$ cat config.mk
export PLATFORM = sky130hd
export DESIGN_NAME = id_ex_stage_flat
export DESIGN_NICKNAME = d
export VERILOG_FILES = /design/src/rtl/id_ex_stage_pkg.sv /design/src/rtl/id_ex_stage_if.sv /design/src/rtl/id_ex_stage_load_use_detect.sv /design/src/rtl/id_ex_stage.sv /design/src/flat_wrapper.sv
export SDC_FILE = /design/constraint.sdc
export NUM_CORES = 1
export LEC_CHECK = 0
export CAP_MARGIN = 20
export CORE_MARGIN = 2
export CORE_UTILIZATION = 35
export DETAILED_ROUTE_END_ITERATION = 6
export HOLD_SLACK_MARGIN = 0.03
export PLACE_DENSITY = 0.77
export SETUP_SLACK_MARGIN = 0.3
export SLEW_MARGIN = 20
export SYNTH_ARGS = -nofsm -noshare
export SYNTH_HDL_FRONTEND = slang
export SYNTH_SLANG_ARGS = --single-unit
$ cat constraint.sdc
create_clock -name clk -period 1.8 [get_ports clk]
set_input_delay 0.36 -clock clk [delete_from_list [all_inputs] [get_ports clk]]
set_output_delay 0.36 -clock clk [all_outputs]
set_load 0.1 [all_outputs]
$ cat src/rtl/id_ex_stage_pkg.sv
// Shared pipeline constants, control payload and write-back bypass helper for the ID/EX stage.
package id_ex_stage_pkg;

  localparam int unsigned DATA_W        = 16;
  localparam int unsigned REG_W         = 3;
  localparam int unsigned ALUOP_W       = 4;
  localparam int unsigned CNT_W_DEFAULT = 16;

  localparam logic [REG_W-1:0] REG_ZERO = '0;

  typedef enum logic [ALUOP_W-1:0] {
    ALU_ADD = 4'd0,
    ALU_SUB = 4'd1,
    ALU_AND = 4'd2,
    ALU_OR  = 4'd3,
    ALU_XOR = 4'd4,
    ALU_SLT = 4'd5,
    ALU_SLL = 4'd6,
    ALU_SRL = 4'd7
  } alu_op_e;

  typedef struct packed {
    logic               reg_write;
    logic               mem_read;
    logic               mem_write;
    logic               mem_to_reg;
    logic               alu_src;
    logic [ALUOP_W-1:0] alu_op;
  } ex_ctrl_t;

  // Same-cycle write-back wins over the stale register-file read; r0 never bypasses.
  function automatic logic [DATA_W-1:0] wb_bypass(
    input logic              wb_we,
    input logic [REG_W-1:0]  wb_rd,
    input logic [DATA_W-1:0] wb_data,
    input logic [REG_W-1:0]  src,
    input logic [DATA_W-1:0] file_data
  );
    if (wb_we && (wb_rd != REG_ZERO) && (wb_rd == src)) return wb_data;
    return file_data;
  endfunction

endpackage

$ cat src/rtl/id_ex_stage_if.sv
// ID-side operands/control, write-back bypass and EX-side pipeline outputs of the ID/EX stage.
interface id_ex_stage_if;
  import id_ex_stage_pkg::*;

  logic               if_id_valid;
  logic [REG_W-1:0]   id_rs;
  logic [REG_W-1:0]   id_rt;
  logic [REG_W-1:0]   id_rd;
  logic               id_uses_rs;
  logic               id_uses_rt;
  logic [DATA_W-1:0]  id_rs_data;
  logic [DATA_W-1:0]  id_rt_data;
  logic [DATA_W-1:0]  id_imm;
  logic               id_reg_write;
  logic               id_mem_read;
  logic               id_mem_write;
  logic               id_mem_to_reg;
  logic               id_alu_src;
  logic [ALUOP_W-1:0] id_alu_op;
  logic               wb_reg_write;
  logic [REG_W-1:0]   wb_rd;
  logic [DATA_W-1:0]  wb_data;
  logic               flush;

  logic               stall;
  logic               pc_write_en;
  logic               if_id_write_en;
  logic               id_ex_valid;
  logic [REG_W-1:0]   id_ex_rs;
  logic [REG_W-1:0]   id_ex_rt;
  logic [REG_W-1:0]   id_ex_rd;
  logic [DATA_W-1:0]  id_ex_rs_data;
  logic [DATA_W-1:0]  id_ex_rt_data;
  logic [DATA_W-1:0]  id_ex_imm;
  logic               id_ex_reg_write;
  logic               id_ex_mem_read;
  logic               id_ex_mem_write;
  logic               id_ex_mem_to_reg;
  logic               id_ex_alu_src;
  logic [ALUOP_W-1:0] id_ex_alu_op;

  modport master (
    output if_id_valid, id_rs, id_rt, id_rd, id_uses_rs, id_uses_rt,
           id_rs_data, id_rt_data, id_imm, id_reg_write, id_mem_read,
           id_mem_write, id_mem_to_reg, id_alu_src, id_alu_op,
           wb_reg_write, wb_rd, wb_data, flush,
    input  stall, pc_write_en, if_id_write_en, id_ex_valid,
           id_ex_rs, id_ex_rt, id_ex_rd, id_ex_rs_data, id_ex_rt_data, id_ex_imm,
           id_ex_reg_write, id_ex_mem_read, id_ex_mem_write, id_ex_mem_to_reg,
           id_ex_alu_src, id_ex_alu_op
  );

  modport slave (
    input  if_id_valid, id_rs, id_rt, id_rd, id_uses_rs, id_uses_rt,
           id_rs_data, id_rt_data, id_imm, id_reg_write, id_mem_read,
           id_mem_write, id_mem_to_reg, id_alu_src, id_alu_op,
           wb_reg_write, wb_rd, wb_data, flush,
    output stall, pc_write_en, if_id_write_en, id_ex_valid,
           id_ex_rs, id_ex_rt, id_ex_rd, id_ex_rs_data, id_ex_rt_data, id_ex_imm,
           id_ex_reg_write, id_ex_mem_read, id_ex_mem_write, id_ex_mem_to_reg,
           id_ex_alu_src, id_ex_alu_op
  );

endinterface

$ cat src/rtl/id_ex_stage_load_use_detect.sv
// Combinational load-use hazard detect: a load in EX whose destination is read by the ID instruction.
module load_use_detect
  import id_ex_stage_pkg::*;
(
  input  logic             if_id_valid_i,
  input  logic             id_uses_rs_i,
  input  logic             id_uses_rt_i,
  input  logic [REG_W-1:0] id_rs_i,
  input  logic [REG_W-1:0] id_rt_i,
  input  logic             ex_valid_i,
  input  logic             ex_mem_read_i,
  input  logic [REG_W-1:0] ex_rd_i,
  output logic             stall_c_o
);

  logic rs_hit_c;
  logic rt_hit_c;

  assign rs_hit_c  = id_uses_rs_i && (id_rs_i == ex_rd_i);
  assign rt_hit_c  = id_uses_rt_i && (id_rt_i == ex_rd_i);
  assign stall_c_o = if_id_valid_i && ex_valid_i && ex_mem_read_i &&
                     (ex_rd_i != REG_ZERO) && (rs_hit_c || rt_hit_c);

endmodule

$ cat src/rtl/id_ex_stage.sv
// ID/EX pipeline register with load-use stall, bubble insertion, write-back bypass and stall counter.
module id_ex_stage
  import id_ex_stage_pkg::*;
#(
  parameter int unsigned CNT_W = CNT_W_DEFAULT
) (
  input  logic             clk,
  input  logic             reset,
  id_ex_stage_if.slave     bus,
  output logic [CNT_W-1:0] stall_count
);

  logic              stall_c;

  logic              valid_q,   valid_d;
  logic [REG_W-1:0]  rs_q,      rs_d;
  logic [REG_W-1:0]  rt_q,      rt_d;
  logic [REG_W-1:0]  rd_q,      rd_d;
  logic [DATA_W-1:0] rs_data_q, rs_data_d;
  logic [DATA_W-1:0] rt_data_q, rt_data_d;
  logic [DATA_W-1:0] imm_q,     imm_d;
  ex_ctrl_t          ctrl_q,    ctrl_d;
  logic [CNT_W-1:0]  cnt_q,     cnt_d;

  load_use_detect u_load_use_detect (
    .if_id_valid_i (bus.if_id_valid),
    .id_uses_rs_i  (bus.id_uses_rs),
    .id_uses_rt_i  (bus.id_uses_rt),
    .id_rs_i       (bus.id_rs),
    .id_rt_i       (bus.id_rt),
    .ex_valid_i    (valid_q),
    .ex_mem_read_i (ctrl_q.mem_read),
    .ex_rd_i       (rd_q),
    .stall_c_o     (stall_c)
  );

  // Bubble by default; load the ID instruction only when neither flushed nor stalled.
  always_comb begin
    valid_d   = 1'b0;
    rs_d      = REG_ZERO;
    rt_d      = REG_ZERO;
    rd_d      = REG_ZERO;
    rs_data_d = '0;
    rt_data_d = '0;
    imm_d     = '0;
    ctrl_d    = '0;
    cnt_d     = cnt_q;

    if (!bus.flush && !stall_c) begin
      valid_d   = bus.if_id_valid;
      rs_d      = bus.id_rs;
      rt_d      = bus.id_rt;
      rd_d      = bus.id_rd;
      rs_data_d = wb_bypass(bus.wb_reg_write, bus.wb_rd, bus.wb_data, bus.id_rs, bus.id_rs_data);
      rt_data_d = wb_bypass(bus.wb_reg_write, bus.wb_rd, bus.wb_data, bus.id_rt, bus.id_rt_data);
      imm_d     = bus.id_imm;
      if (bus.if_id_valid) begin
        ctrl_d = '{reg_write:  bus.id_reg_write,
                   mem_read:   bus.id_mem_read,
                   mem_write:  bus.id_mem_write,
                   mem_to_reg: bus.id_mem_to_reg,
                   alu_src:    bus.id_alu_src,
                   alu_op:     bus.id_alu_op};
      end
    end

    // A flushed cycle is not a stall cycle as far as the counter is concerned.
    if (stall_c && !bus.flush && (cnt_q != '1)) begin
      cnt_d = cnt_q + CNT_W'(1);
    end
  end

  always_ff @(posedge clk) begin
    if (reset) begin
      valid_q   <= 1'b0;
      rs_q      <= REG_ZERO;
      rt_q      <= REG_ZERO;
      rd_q      <= REG_ZERO;
      rs_data_q <= '0;
      rt_data_q <= '0;
      imm_q     <= '0;
      ctrl_q    <= '0;
      cnt_q     <= '0;
    end else begin
      valid_q   <= valid_d;
      rs_q      <= rs_d;
      rt_q      <= rt_d;
      rd_q      <= rd_d;
      rs_data_q <= rs_data_d;
      rt_data_q <= rt_data_d;
      imm_q     <= imm_d;
      ctrl_q    <= ctrl_d;
      cnt_q     <= cnt_d;
    end
  end

  assign bus.stall            = stall_c;
  assign bus.pc_write_en      = ~stall_c;
  assign bus.if_id_write_en   = ~stall_c;
  assign bus.id_ex_valid      = valid_q;
  assign bus.id_ex_rs         = rs_q;
  assign bus.id_ex_rt         = rt_q;
  assign bus.id_ex_rd         = rd_q;
  assign bus.id_ex_rs_data    = rs_data_q;
  assign bus.id_ex_rt_data    = rt_data_q;
  assign bus.id_ex_imm        = imm_q;
  assign bus.id_ex_reg_write  = ctrl_q.reg_write;
  assign bus.id_ex_mem_read   = ctrl_q.mem_read;
  assign bus.id_ex_mem_write  = ctrl_q.mem_write;
  assign bus.id_ex_mem_to_reg = ctrl_q.mem_to_reg;
  assign bus.id_ex_alu_src    = ctrl_q.alu_src;
  assign bus.id_ex_alu_op     = ctrl_q.alu_op;
  assign stall_count          = cnt_q;

endmodule
$ cat src/flat_wrapper.sv
// flat-port wrapper written by rule: the top's interface ports become plain ports
module id_ex_stage_flat import id_ex_stage_pkg::*;
#(
  parameter int unsigned CNT_W = CNT_W_DEFAULT
)
  (clk, reset, stall_count, bus_if_id_valid, bus_id_rs, bus_id_rt, bus_id_rd, bus_id_uses_rs, bus_id_uses_rt, bus_id_rs_data, bus_id_rt_data, bus_id_imm, bus_id_reg_write, bus_id_mem_read, bus_id_mem_write, bus_id_mem_to_reg, bus_id_alu_src, bus_id_alu_op, bus_wb_reg_write, bus_wb_rd, bus_wb_data, bus_flush, bus_stall, bus_pc_write_en, bus_if_id_write_en, bus_id_ex_valid, bus_id_ex_rs, bus_id_ex_rt, bus_id_ex_rd, bus_id_ex_rs_data, bus_id_ex_rt_data, bus_id_ex_imm, bus_id_ex_reg_write, bus_id_ex_mem_read, bus_id_ex_mem_write, bus_id_ex_mem_to_reg, bus_id_ex_alu_src, bus_id_ex_alu_op);
  id_ex_stage_if bus_i ();
  input  logic clk;
  input  logic reset;
  output logic [CNT_W-1:0] stall_count;
  input wire logic [$bits(bus_i.if_id_valid)-1:0] bus_if_id_valid;
  input wire logic [$bits(bus_i.id_rs)-1:0] bus_id_rs;
  input wire logic [$bits(bus_i.id_rt)-1:0] bus_id_rt;
  input wire logic [$bits(bus_i.id_rd)-1:0] bus_id_rd;
  input wire logic [$bits(bus_i.id_uses_rs)-1:0] bus_id_uses_rs;
  input wire logic [$bits(bus_i.id_uses_rt)-1:0] bus_id_uses_rt;
  input wire logic [$bits(bus_i.id_rs_data)-1:0] bus_id_rs_data;
  input wire logic [$bits(bus_i.id_rt_data)-1:0] bus_id_rt_data;
  input wire logic [$bits(bus_i.id_imm)-1:0] bus_id_imm;
  input wire logic [$bits(bus_i.id_reg_write)-1:0] bus_id_reg_write;
  input wire logic [$bits(bus_i.id_mem_read)-1:0] bus_id_mem_read;
  input wire logic [$bits(bus_i.id_mem_write)-1:0] bus_id_mem_write;
  input wire logic [$bits(bus_i.id_mem_to_reg)-1:0] bus_id_mem_to_reg;
  input wire logic [$bits(bus_i.id_alu_src)-1:0] bus_id_alu_src;
  input wire logic [$bits(bus_i.id_alu_op)-1:0] bus_id_alu_op;
  input wire logic [$bits(bus_i.wb_reg_write)-1:0] bus_wb_reg_write;
  input wire logic [$bits(bus_i.wb_rd)-1:0] bus_wb_rd;
  input wire logic [$bits(bus_i.wb_data)-1:0] bus_wb_data;
  input wire logic [$bits(bus_i.flush)-1:0] bus_flush;
  output wire logic [$bits(bus_i.stall)-1:0] bus_stall;
  output wire logic [$bits(bus_i.pc_write_en)-1:0] bus_pc_write_en;
  output wire logic [$bits(bus_i.if_id_write_en)-1:0] bus_if_id_write_en;
  output wire logic [$bits(bus_i.id_ex_valid)-1:0] bus_id_ex_valid;
  output wire logic [$bits(bus_i.id_ex_rs)-1:0] bus_id_ex_rs;
  output wire logic [$bits(bus_i.id_ex_rt)-1:0] bus_id_ex_rt;
  output wire logic [$bits(bus_i.id_ex_rd)-1:0] bus_id_ex_rd;
  output wire logic [$bits(bus_i.id_ex_rs_data)-1:0] bus_id_ex_rs_data;
  output wire logic [$bits(bus_i.id_ex_rt_data)-1:0] bus_id_ex_rt_data;
  output wire logic [$bits(bus_i.id_ex_imm)-1:0] bus_id_ex_imm;
  output wire logic [$bits(bus_i.id_ex_reg_write)-1:0] bus_id_ex_reg_write;
  output wire logic [$bits(bus_i.id_ex_mem_read)-1:0] bus_id_ex_mem_read;
  output wire logic [$bits(bus_i.id_ex_mem_write)-1:0] bus_id_ex_mem_write;
  output wire logic [$bits(bus_i.id_ex_mem_to_reg)-1:0] bus_id_ex_mem_to_reg;
  output wire logic [$bits(bus_i.id_ex_alu_src)-1:0] bus_id_ex_alu_src;
  output wire logic [$bits(bus_i.id_ex_alu_op)-1:0] bus_id_ex_alu_op;
  assign bus_i.if_id_valid = bus_if_id_valid;
  assign bus_i.id_rs = bus_id_rs;
  assign bus_i.id_rt = bus_id_rt;
  assign bus_i.id_rd = bus_id_rd;
  assign bus_i.id_uses_rs = bus_id_uses_rs;
  assign bus_i.id_uses_rt = bus_id_uses_rt;
  assign bus_i.id_rs_data = bus_id_rs_data;
  assign bus_i.id_rt_data = bus_id_rt_data;
  assign bus_i.id_imm = bus_id_imm;
  assign bus_i.id_reg_write = bus_id_reg_write;
  assign bus_i.id_mem_read = bus_id_mem_read;
  assign bus_i.id_mem_write = bus_id_mem_write;
  assign bus_i.id_mem_to_reg = bus_id_mem_to_reg;
  assign bus_i.id_alu_src = bus_id_alu_src;
  assign bus_i.id_alu_op = bus_id_alu_op;
  assign bus_i.wb_reg_write = bus_wb_reg_write;
  assign bus_i.wb_rd = bus_wb_rd;
  assign bus_i.wb_data = bus_wb_data;
  assign bus_i.flush = bus_flush;
  assign bus_stall = bus_i.stall;
  assign bus_pc_write_en = bus_i.pc_write_en;
  assign bus_if_id_write_en = bus_i.if_id_write_en;
  assign bus_id_ex_valid = bus_i.id_ex_valid;
  assign bus_id_ex_rs = bus_i.id_ex_rs;
  assign bus_id_ex_rt = bus_i.id_ex_rt;
  assign bus_id_ex_rd = bus_i.id_ex_rd;
  assign bus_id_ex_rs_data = bus_i.id_ex_rs_data;
  assign bus_id_ex_rt_data = bus_i.id_ex_rt_data;
  assign bus_id_ex_imm = bus_i.id_ex_imm;
  assign bus_id_ex_reg_write = bus_i.id_ex_reg_write;
  assign bus_id_ex_mem_read = bus_i.id_ex_mem_read;
  assign bus_id_ex_mem_write = bus_i.id_ex_mem_write;
  assign bus_id_ex_mem_to_reg = bus_i.id_ex_mem_to_reg;
  assign bus_id_ex_alu_src = bus_i.id_ex_alu_src;
  assign bus_id_ex_alu_op = bus_i.id_ex_alu_op;
  id_ex_stage #(.CNT_W(CNT_W)) u_core (.clk(clk), .reset(reset), .bus(bus_i), .stall_count(stall_count));
endmodule
# Word-level counts from Yosys, hierarchy flattened
# Index checks and enable logic that the tools add are counted.
# word_totals
register_bits	83
wordCells	50
out_inout_bits	86
inputBits	92
# classes
addsub	1
n_bitwise	3
reduce_logical	19
mux	8
eq_ne	5
# ops
operator	count
$mux W16	4
$add A16 B1 Y16 const B	1
$ne A16 B16 Y1 const B	1
$eq A3 B3 Y1	4
$logic_and A1 B1 Y1	12
$reduce_bool A3 Y1	2
$mux W1	4
$not A1 Y1	3
$reduce_or A3 Y1	1
$logic_not A1 Y1	2
$reduce_or A2 Y1	1
$logic_or A1 B1 Y1	1

# Longest topological paths before layout
# depth
ltp_word	8
ltp_mapped	8
ltp_nobuf	6

# Modules after synthesis
# From an unflattened synthesis, not the netlist that was laid out.
# unflattened
cells_unflattened	324
area_unflattened_um2	3168.0
# by_module_without_submodules
module	seq_area_each_um2	instances	cells_each	area_per_inst_um2
id_ex_stage	1661.6	1	313	3085.5
load_use_detect	0.0	1	11	82.6

# Least setup slack after synthesis
# Ideal clock, no wire load.
# synth_path
path_type	register to output
start	reg u_core.rd_q[1] (netlist: u_core.bus.id_ex_rd[1])
end	out bus_stall
setup_slack_ns	-1.901
path_stages_with_launch	7
t_required_ns	1.440
path_buffers	2
t_arrival_ns	3.341
cell_sequence	dfxtp_1 xnor2_1 nand4_1 a21o_1 buf_2 clkbuf_1 inv_1
# synth_between
elab_chain_cells	4
word_cells_on_any_way	8
cone_classes	eq/ne: 2; reduce/logical: 6
# synth_rtl
item	line_no	rtl
from (decl)	id_ex_stage.sv:18	logic [REG_W-1:0] rd_q, rd_d;
from (signal assigned)	id_ex_stage.sv:88	rd_q <= rd_d;
$eq A3 B3 Y1, on equally long branches	id_ex_stage_load_use_detect.sv:19, id_ex_stage_load_use_detect.sv:20	
$logic_and A1 B1 Y1, on equally long branches	id_ex_stage_load_use_detect.sv:19, id_ex_stage_load_use_detect.sv:20	
$logic_or A1 B1 Y1	id_ex_stage_load_use_detect.sv:22	(ex_rd_i != REG_ZERO) && (rs_hit_c || rt_hit_c);
$logic_and A1 B1 Y1 (*)	id_ex_stage_load_use_detect.sv:22	
to (decl)	flat_wrapper.sv:30	output wire logic [$bits(bus_i.stall)-1:0] bus_stall;
# Every way passes the cells marked *; elsewhere a longest branch is shown, timed or not.

# Worst setup path in the final report
# layout_path
start	reg u_core.rd_q[0] (netlist: u_core.bus.id_ex_rd[0])
end	out bus_pc_write_en
# layout_between
elab_chain_cells	5
word_cells_on_any_way	9
cone_classes	eq/ne: 2; bitwise: 1; reduce/logical: 6
# layout_rtl
item	line_no	rtl
$eq A3 B3 Y1, on equally long branches	id_ex_stage_load_use_detect.sv:19, id_ex_stage_load_use_detect.sv:20	
$logic_and A1 B1 Y1, on equally long branches	id_ex_stage_load_use_detect.sv:19, id_ex_stage_load_use_detect.sv:20	
$logic_or A1 B1 Y1	id_ex_stage_load_use_detect.sv:22	
$logic_and A1 B1 Y1 (*)	id_ex_stage_load_use_detect.sv:22	
$not A1 Y1 (*)	id_ex_stage.sv:98	assign bus.pc_write_en = ~stall_c;
to (decl)	flat_wrapper.sv:31	output wire logic [$bits(bus_i.pc_write_en)-1:0] bus_pc_write_en;
# Marked as above.

==> summary.md <==
| Metric | Value |
|---|---|
| Via total after detailed routing | `3283` |
| Final Net Count | `629` |
| Wire length of the first global-routing pass | `around 18000 µm` |
| Fmax achieved | `472.4 MHz` |
| Setup total negative slack | `-7041 ps` |
| Area taken by multi-input logic gates | `~1800 µm²` |
| Failing checks | `setup timing` |
| Startpoint types | `flip-flop` |
| Effective utilization at floorplan | `0.3626` |
| Number of buffers inserted during clock tree synthesis | `9` |
| Leading cell type by number of instances after synthesis | `dfxtp_1` |
| First drt pass iteration count | `5` |
| Bufs and invs on worst path | `3` |
| Leading register cell type out of synthesis | `dfxtp_1` |
| Post-synth cell types | `33` |
| Crit Path Category | `flip-flop to output port` |
| CP max FO | `4` |
| Classification of the worst-slack hold path | `input pin to flip-flop` |
| Tightest Pin Transition | `362.2 ps` |
| HPWL after detailed placement | `7849 µm` |
| Area leader, netlist | `dfxtp_1` |
| Post-Syn Area | `3178 µm²` |
| Final number of max-transition violations | `0` |
| Initial antenna violation count | `0` |
| Data required time of the critical path | `1440 ps` |
| Root buffer cell | `clkbuf_8` |
| Routed Antenna Nets | `0` |
| Die Span Y | `99.29 µm` |
| Cell count after synthesis | `307` |
| Synthesized Nets | `400` |
| Overall power after layout | `4.514 mW` |
| Critical Path End Type | `output port` |
| Power density over cell area | `626.1 nW/µm²` |
| Number of endpoints failing setup at the final stage | `66` |
| Count of input and output buffers | `177` |
| TritonCTS clock tree | `yes` |
| Normalized max-slew margin | `0.7517` |
| Number of DRC markers in iteration 0 | `106` |
| Core ar. | `8763 µm²` |
| Utilization after layout | `0.8227` |
| Sequential cell area | `1733 µm²` |
| Vias in the first global route | `around 3300` |
| Worst VDD drop | `0.0004163 V` |
| Number of warnings issued by yosys | `0` |
| Synth async-reset ratio | `0` |
| Largest delay share family, worst path | `simple AND/OR/NAND/NOR gates` |
| Largest stage delay on the critical path | `380 ps` |
| Layout cell share with drive strength beyond 1 | `0.5000` |
| Vias per inst | `5.066` |
| Area share of the largest cell type after synthesis | `0.5228` |
| Share of the yosys chip area belonging to registers | `0.5228` |
| Count of hold buffers inserted by post-cts repair | `0` |
| Cells along the critical path | `or3_1 -> nand4_1 -> a21o_1 -> buf_12 -> buf_8 -> buf_12` |
| Number of levels the H-tree was split into | `3` |
| Routed WL | `12450 µm` |
| Global placer's final weighted congestion | `about 0.81` |
| Post-route DRC | `0` |
| Largest buffer count on any clock path | `2` |
| Unrepaired setup endpoints after global routing | `true` |
| Post-Layout Cell Count | `648` |
| Result of the run | `complete, but fails checks` |
| Clock transition at the register clock pins on the worst setup and hold paths after CTS | `around 80 ps` |
| Period minus WS final | `2117 ps` |
| I/O Pins | `178` |
| Gr ovfl total | `0` |
| Average instance area after synthesis | `a little over 10 µm²` |
| Die width | `roughly 99 µm` |
| Diodes inserted | `0` |
| Number of filler instances in the final layout | `around 470` |
| Arrival time at the worst endpoint | `between 1500 and 2000 ps` |
| Number of clock sinks | `just over 80` |
| Final worst path period share | `1.176` |
| Cell total after placement | `608` |
| Worst clock skew | `14.20 ps` |
| Cell types with the highest counts after synthesis | `dfxtp_1, mux2i_1, and3_1, nor2_2, nor2_1` |
| Detail-routed net length per standard cell | `about 19 µm` |
| Layout overhead on the synthesized area | `126.9%` |
| Number of synthesized flops with an enable pin | `0` |
| Number of max-cap violations | `0` |
| Min setup slack post-route | `-317.0 ps` |
| Overall Global Routing Usage | `0.2317` |
| Overall die area | `9859 µm²` |
| Latest clock arrival within the worst-skew pair | `around 350 ps` |
| Pin count of the biggest net entering global routing | `23` |
| Number of failing hold endpoints at the final stage | `0` |
| Ranking of synthesized cells by area | `dfxtp_1, mux2i_1, and3_1, nor2_2, xnor2_1` |
| Flip-flop and latch count after synthesis | `83` |
| Cell type of the slowest stage on the worst timing path | `or3_1` |
| Most common cell on crit path | `buf_12` |
| Site Rows | `34` |
| LEAKAGE | `~2.8 nW` |
## placed cells by master, fill, tap and decap left out, types with 5 or more instances in the layout
cell type / Yosys / final
buf_16: 0 / 5
nor2_1: 18 / 7
mux2i_1: 32 / 29
nor2_2: 20 / 23
and3_1: 26 / 22
xnor2_2: 0 / 6
nand2_1: 11 / 10
or4_4: 0 / 11
nand3_1: 6 / 6
nor2_4: 0 / 8
buf_12: 2 / 91
buf_6: 0 / 6
clkdlybuf4s50_1: 0 / 83
o31ai_1: 11 / 7
nand4_1: 6 / 6
a21oi_2: 0 / 11
dfxtp_4: 0 / 18
buf_4: 1 / 36
clkbuf_8: 0 / 9
and2_1: 11 / 11
dfxtp_1: 83 / 62
## where the power goes
group	total, mW	internal [mW]	leakage (nW)	switching [mW]
Sequential	1.93	1.87	0.694	0.0544
Combinational	1.24	0.559	2.03	0.678
Clock	1.35	0.662	0.102	0.688
Total	4.51	3.09	2.83	1.42
## final cells by class
type                            count  share of cell area
Sequential cell                    83              0.2404
Clock inverter                      3            0.002603
Timing Repair Buffer              238              0.4665
Clock buffer                       12             0.02464
Tap cell                          108             0.01874
Multi-Input combinational cell    200              0.2445
Inverter                            4            0.002603
## path summary, 6_finish.rpt
kind | from | to | slack [ps] | depth (start not counted)
worst max-delay path | u_core.bus.id_ex_rd[0] | bus_pc_write_en | -320 | 6
worst min-delay path | bus_id_rt[2] | u_core.bus.id_ex_rt[2] | 450 | 3
worst max register to register | u_core.bus.id_ex_rd[1] | u_core.stall_count[8] | -230 | 8
worst min register to register | u_core.stall_count[14] | u_core.stall_count[14] | 520 | 2
## through the flow
step / hold slack, ps / area [µm²] / setup slack, ps
floorplan: 487.2 / 3329 / -379.6
global placement: 495.9 / 6245 / -500.3
detailed placement: 498.1 / 6245 / -560.5
CTS: 419.7 / 6867 / -283.5
global route: 465.5 / 7209 / -364.9
finish: 445.5 / 7209 / -317.0
## per-layer routing
| layer | vias up | track usage | wire length (µm) | part of all wire |
|---|---|---|---|---|
| met5 | - | 0 | 0 | 0 |
| met4 | 0 | 0.09378 | 282 | 0.023 |
| met3 | 21 | 0.04989 | 768 | 0.062 |
| met2 | 141 | 0.4023 | 6554 | 0.53 |
| met1 | 1585 | 0.2787 | 4840 | 0.39 |
| li1 | 1536 | - | - | - |
## worst min-delay path: cells and delay by family
| kind | cells | cell delay (ps) |
|---|---|---|
| buffers and inverters | 2 | 260 |
| AND/OR/NAND/NOR | 1 | 130 |
## logic make-up (layout without fill, tap and decap cells)
| group | Yosys count | after routing | synth area share |
|---|---|---|---|
| AND/OR/NAND/NOR | 122 | 122 | 0.2224 |
| flip-flops | 83 | 83 | 0.5228 |
| multiplexers | 35 | 35 | 0.1114 |
| AO/OA/AOI/OAI | 32 | 32 | 0.07047 |
| buffers and inverters | 24 | 257 | 0.04134 |
| XOR/XNOR | 10 | 10 | 0.02756 |
| adder cells (fa/ha/maj) | 1 | 1 | 0.003936 |
## what timing repair did
item	CTS	global route
pin swaps	16	15
buffers inserted	6	10
endpoints found under the setup margin	83	85
resized for setup	67	50
gates cloned	7	2
Power figures use the tool's default switching activity.
